### src/rtl/if_stage.sv
// rtl/if_stage.sv - instruction fetch stage with PC register and IF/ID pipeline latch
// Priority per edge: rst > redirect (branch over jump) > stall > memory wait > fetch.
module if_stage (
  input  logic        clk,
  input  logic        rst,
  output logic [31:0] imem_addr,
  input  logic [31:0] imem_rdata,
  input  logic        imem_ready,
  input  logic        stall,
  input  logic        pcsrc,
  input  logic [31:0] branch_target,
  input  logic        jump,
  input  logic [31:0] jump_target,
  output logic [31:0] instr12,
  output logic [31:0] addp4out12,
  output logic [31:0] pc12,
  output logic        valid12,
  output logic [15:0] fetch_count
);

  logic [31:0] r_pc;
  logic [31:0] r_instr12;
  logic [31:0] r_addp4out12;
  logic [31:0] r_pc12;
  logic        r_valid12;
  logic [15:0] r_fetch_count;

  logic        w_redirect;
  logic [31:0] w_target;
  logic [31:0] w_pc_plus4;

  assign w_redirect = pcsrc | jump;
  // The branch resolved in EX is older than the jump in ID, so it wins.
  assign w_target   = pcsrc ? branch_target : jump_target;
  assign w_pc_plus4 = r_pc + 32'd4;

  always_ff @(posedge clk) begin
    if (rst) begin
      r_pc          <= 32'h0;
      r_instr12     <= 32'h0;
      r_pc12        <= 32'h0;
      r_addp4out12  <= 32'h0;
      r_valid12     <= 1'b0;
      r_fetch_count <= 16'h0;
    end else if (w_redirect) begin
      r_pc         <= {w_target[31:2], 2'b00};
      r_instr12    <= 32'h0;
      r_pc12       <= 32'h0;
      r_addp4out12 <= 32'h0;
      r_valid12    <= 1'b0;
    end else if (stall) begin
      r_pc <= r_pc;
    end else if (!imem_ready) begin
      r_instr12    <= 32'h0;
      r_pc12       <= 32'h0;
      r_addp4out12 <= 32'h0;
      r_valid12    <= 1'b0;
    end else begin
      r_pc         <= w_pc_plus4;
      r_instr12    <= imem_rdata;
      r_pc12       <= r_pc;
      r_addp4out12 <= w_pc_plus4;
      r_valid12    <= 1'b1;
      if (r_fetch_count != 16'hFFFF) begin
        r_fetch_count <= r_fetch_count + 16'd1;
      end
    end
  end

  assign imem_addr   = r_pc;
  assign instr12     = r_instr12;
  assign addp4out12  = r_addp4out12;
  assign pc12        = r_pc12;
  assign valid12     = r_valid12;
  assign fetch_count = r_fetch_count;

endmodule

### config.mk
export PLATFORM = sky130hd
export DESIGN_NAME = if_stage
export DESIGN_NICKNAME = d
export VERILOG_FILES = /design/src/rtl/if_stage.sv
export SDC_FILE = /design/constraint.sdc
export NUM_CORES = 1
export LEC_CHECK = 0
export BUFFER_PORTS_ARGS = -buffer_cell sky130_fd_sc_hd__clkbuf_2
export CAP_MARGIN = 20
export CORE_AREA = 2 2 114 116
export CTS_BUF_LIST = sky130_fd_sc_hd__clkbuf_8
export CTS_CLUSTER_DIAMETER = 60
export CTS_CLUSTER_SIZE = 20
export DETAILED_ROUTE_END_ITERATION = 6
export DIE_AREA = 0 0 116 118
export GPL_ROUTABILITY_DRIVEN = 0
export GPL_TIMING_DRIVEN = 0
export PLACE_DENSITY = 0.81
export SYNTH_ARGS = -nofsm -noshare
export SYNTH_HDL_FRONTEND = slang
export SYNTH_SLANG_ARGS = --single-unit
### constraint.sdc
create_clock -name clk -period 2.3 [get_ports clk]
set_clock_uncertainty 0.2 [all_clocks]
set_input_delay 0.23 -clock clk [delete_from_list [all_inputs] [get_ports clk]]
set_output_delay 0.23 -clock clk [all_outputs]
set_load 0.01 [all_outputs]
# Word level (Yosys, flattened, before mapping)

Index checks and enable logic that the tools add are counted.

Memories: 0
Bits in writable memories: 0
Bits in registers: 145
Bits in read-only memories: 0
Output and inout port bits: 145
Input bits: 102
Latch bits: 0

Equal/unequal tests: 2
Shifts and indexed selects: 0
Mux-type cells: 8
Add/sub/neg operators: 2
Order comparisons: 0
Bitwise gates (word level): 3
Reductions and logical operators: 5
Multipliers: 0
Div/mod/pow operators: 0

Operator list:

| kind                                                  | number |
|---|---|
| two-way mux 32 bit                                    | 7 |
| adder 32 x 3 -> 32 bit, second input constant         | 1 |
| adder 16 x 1 -> 16 bit, second input constant         | 1 |
| inequality test 16 bit, second input constant         | 1 |
| AND reduction 2 bit                                   | 2 |
| AND reduction 4 bit                                   | 1 |
| inequality test 2 x 1 -> 1 bit, second input constant | 1 |
| NOT 1 bit                                             | 2 |
| nonzero test 2 bit                                    | 1 |
| OR reduction 2 bit                                    | 1 |
| two-way mux 1 bit                                     | 1 |
| bitwise OR 1 bit                                      | 1 |

# Longest topological paths before layout

Depth in word-level cells: 4
Mapped depth: 7
Depth with buffers taken out: 6

# Worst setup path after synthesis

OpenSTA, ideal clock, no wires.

Path kind: flip-flop to flip-flop
Start: reg r_pc[8] (netlist: imem_addr[8])
End: reg r_pc[29] (netlist: imem_addr[29])
Arrival time: 1.732 ns
Stages on the path, launching flop included: 7
Slack: 0.242 ns
Required time: 1.973 ns
Clock period less this slack: 2.058 ns
Path through: dfxtp_1 -> buf_2 -> nand4_2 -> or4_4 -> o31a_1 -> o21ai_1 -> o21ai_1

Word-level cells in the longest chain between the ends: 4

RTL lines:

| item                   | line | RTL |
|---|---|---|
| from (decl)            | 21   | `logic [31:0] r_pc;` |
| from (signal assigned) | 46   | `r_pc <= {w_target[31:2], 2'b00};` |
| from (signal assigned) | 52   | `r_pc <= r_pc;` |
| from (signal assigned) | 59   | `r_pc <= w_pc_plus4;` |
| adder 32 x 3 -> 32 bit | 35   | `assign w_pc_plus4 = r_pc + 32'd4;` |
| two-way mux 32 bit     | 53   | `end else if (!imem_ready) begin` |
| two-way mux 32 bit     | 51   | `end else if (stall) begin` |
| two-way mux 32 bit     | 45   | `end else if (w_redirect) begin` |

No other way between the ends. The select of a mux whose other input is x is not followed.
A chain may end at the register's enable or synchronous reset.

# Worst setup path in the final report

Start: reg r_pc[4] (netlist: imem_addr[4])
End: reg r_pc[29] (netlist: imem_addr[29])

The elaborated chain is that of the path after synthesis.

==> results.tsv <==
metric	value	unit
hold_viol_final	0	
postSynthAreaPerCell	8.84	um2
post-route-cell-area	8780	um2
clock_latency	0.46	ns
drt-pass1-iter-count	6	
fp.dieW	116	um
synth_seq_cells	139	
crit_arrival	2.43	ns
cts_tree	built	
dpl_worst_slack	-0.230	ns
worst_slew_pin_slew	0.869	ns
rows	41	
failed_checks	setup timing	
path_buf_inv	1	
combinationalPowerShare	0.126	
synth_area	6150	um2
p_sw_frac	0.259	
core	12400	um2
ant_nets	0	
clock_path_buffers	2	
io_pins	247	
required	2.42	ns
pwr_density_cell	588	nW/um2
dpl_cell_area	7560	um2
clkSinkCount	139	
setup_slack	-0.00851	ns
crit_type	register to register	
syn_inst	695	
synthFlopType	dfxtp_1	
seq_area_frac_synth	0.453	
overflow	0	
grt_pass1_vias	6543	
portBuffers	236	
cp_max_fo	9	
fmax	433	MHz
status	complete, but fails checks	
die_h	118	um
start_util	0.495	
finalMaxSlewViolations	0	
cp-start-kind	register	
p_seq_frac	0.491	
fin_nets	1134	
end_kind	register	
cts_max_level	4	
clkSlewWorstSetupHoldPaths	0.07	ns
grt_pass1_wl	33.6	mm
drive_gt1_frac	0.298	
viasPerCell	5.79	
finalSetupViolCount	1	
ys_types	65	
final_cell_mix	241 x clkbuf_2, 136 x dfxtp_1, 77 x dlygate4sd3_1	
die-area	13700	um2
cts-root-buf	clkbuf_8	
maxCapViolCount	0	
grt_max_degree	17	
worst_path_max_delay_cell	or3_1	
cp_cell_sequence	clkbuf_4 > nand4_1 > or3_1 > o31a_1 > o21ai_2 > o21ai_1	
layout_commonest_cell	clkbuf_2	
peakVddDrop	0.346	mV
n_antenna_cell	0	
finalCritPeriodShare	1.00	
wl_per_cell	18.1	um
cts_buffers	17	
synth_edf_count	0	
area_delta_synth_final	42.9	%
hpwlAfterDp	15.1	mm
drt-total-wl	21.9	mm
clkPwrFrac	0.383	
slew_headroom	0.419	
vias	7029	
grt.total_usage	0.316	
drt_iter0_markers	753	
cp_top_family	simple AND/OR/NAND/NOR gates	
n_fill_cell	1037	
p_leak	3.71	nW
totalNegativeSetupSlack	-0.00851	ns
antenna_found_initial	0	
hold_class	input port to register	
ys_warn_count	0	
ys_async_sr_fraction	0	
critPathMaxStageDelay	0.56	ns
drc	0	
period_needed	2.31	ns
p_int	3.83	mW
p_switching	1.34	mW
==> power groups by stage <==
stage / Combinational (mW) / Sequential (mW) / Clock [mW]
final: 0.651 / 2.53 / 1.98
after global routing: 0.698 / 2.54 / 2.09
after CTS: 0.633 / 2.52 / 1.99
after detailed placement: 0.516 / 2.58 / 0
after global placement: 0.510 / 2.58 / 0
after floorplan: 0.271 / 2.58 / 0
==> kinds of logic (layout without fill, tap and decap cells) <==
| group | count (synthesis) | after routing | synth area share |
|---|---|---|---|
| AND/OR/NAND/NOR | 241 | 241 | 0.202 |
| AO/OA/AOI/OAI | 195 | 195 | 0.220 |
| flip-flops | 139 | 139 | 0.453 |
| buffers and inverters | 69 | 412 | 0.0513 |
| XOR/XNOR | 44 | 44 | 0.0627 |
| multiplexers | 4 | 4 | 0.00651 |
| adder cells (fa/ha/maj) | 2 | 2 | 0.00407 |
| other | 1 | 6 | 0.000610 |
==> flip-flops by register name, indices dropped and copies added (netlist names) <==
| signal | count |
|---|---|
| instr12 | 32 |
| addp4out12 | 30 |
| imem_addr | 30 |
| pc12 | 30 |
| fetch_count | 16 |
| valid12 | 1 |
==> final cells by class <==
class                           instances  area, um2  share of cell area
Timing Repair Buffer                  314       1960               0.223
Buffer                                 61        293              0.0333
Multi-Input combinational cell        492       3110               0.355
Sequential cell                       139       2790               0.317
Clock inverter                         11        104              0.0118
Clock buffer                           21        289              0.0329
Tap cell                              172        215              0.0245
Inverter                                5       18.8             0.00214
==> path summary, 6_finish.rpt <==
kind | endpoint | from | cells after the start | slack (ns)
setup / recovery | imem_addr[29] | imem_addr[4] | 6 | -0.009
hold / removal | imem_addr[11] | jump_target[11] | 5 | 0.02
setup reg to reg | imem_addr[29] | imem_addr[4] | 6 | -0.009
hold reg to reg | addp4out12[17] | addp4out12[17] | 2 | 0.25
==> metal layers <==
metal	GRT usage	wire, um	vias to the layer above	part of all wire
met3	0.0644	1930	99	0.088
met5	0	0	-	0
met1	0.393	8540	3274	0.39
li1	-	-	3207	-
met4	0.156	917	0	0.042
met2	0.516	10600	449	0.48
==> cell usage after synthesis, drive strengths merged, types with 3 or more instances <==
cell type / n / area share
a211oi: 8 / 0.011
a21oi: 36 / 0.029
a22o: 33 / 0.047
a22oi: 44 / 0.054
and2: 4 / 0.0041
and3: 6 / 0.0061
and4: 9 / 0.013
buf: 23 / 0.023
clkbuf: 41 / 0.025
dfxtp: 139 / 0.45
inv: 5 / 0.0031
mux2i: 4 / 0.0065
nand2: 66 / 0.040
nand3: 22 / 0.018
nand3b: 7 / 0.0086
nand4: 17 / 0.019
nor2: 61 / 0.038
nor2b: 6 / 0.0061
nor3: 19 / 0.016
nor4: 9 / 0.014
o21ai: 36 / 0.030
o22ai: 12 / 0.012
o31a: 3 / 0.0043
or3: 5 / 0.0051
xnor2: 29 / 0.041
xor2: 15 / 0.021
==> per-stage QoR <==
stage / std cells / hold WS [ns] / utilization / power (mW)
finish: 1215 / 0.0187 / 0.707 / 5.16
global route: 1215 / 0.0750 / 0.707 / 5.32
CTS: 1217 / 0.00220 / 0.703 / 5.15
detailed placement: 1108 / 0.239 / 0.609 / 3.09
global placement: 1108 / 0.234 / 0.609 / 3.09
floorplan: 700 / 0.156 / - / 2.85
==> worst register-to-register path, stage by stage (launching register included) <==
cell and delay, ns:
dfxtp_1 0.36, clkbuf_4 0.20, nand4_1 0.25, or3_1 0.56
o31a_1 0.35, o21ai_2 0.18, o21ai_1 0.08
==> timing repair <==
action | in CTS | in global routing
setup endpoints to repair | 13 | 23
pin swaps | 0 | 2
buffers inserted | 0 | 1
hold buffers | 77 | 0
hold endpoints to repair | 58 | 0
gates resized for setup | 2 | 17
(Power assumes the default switching activity.)
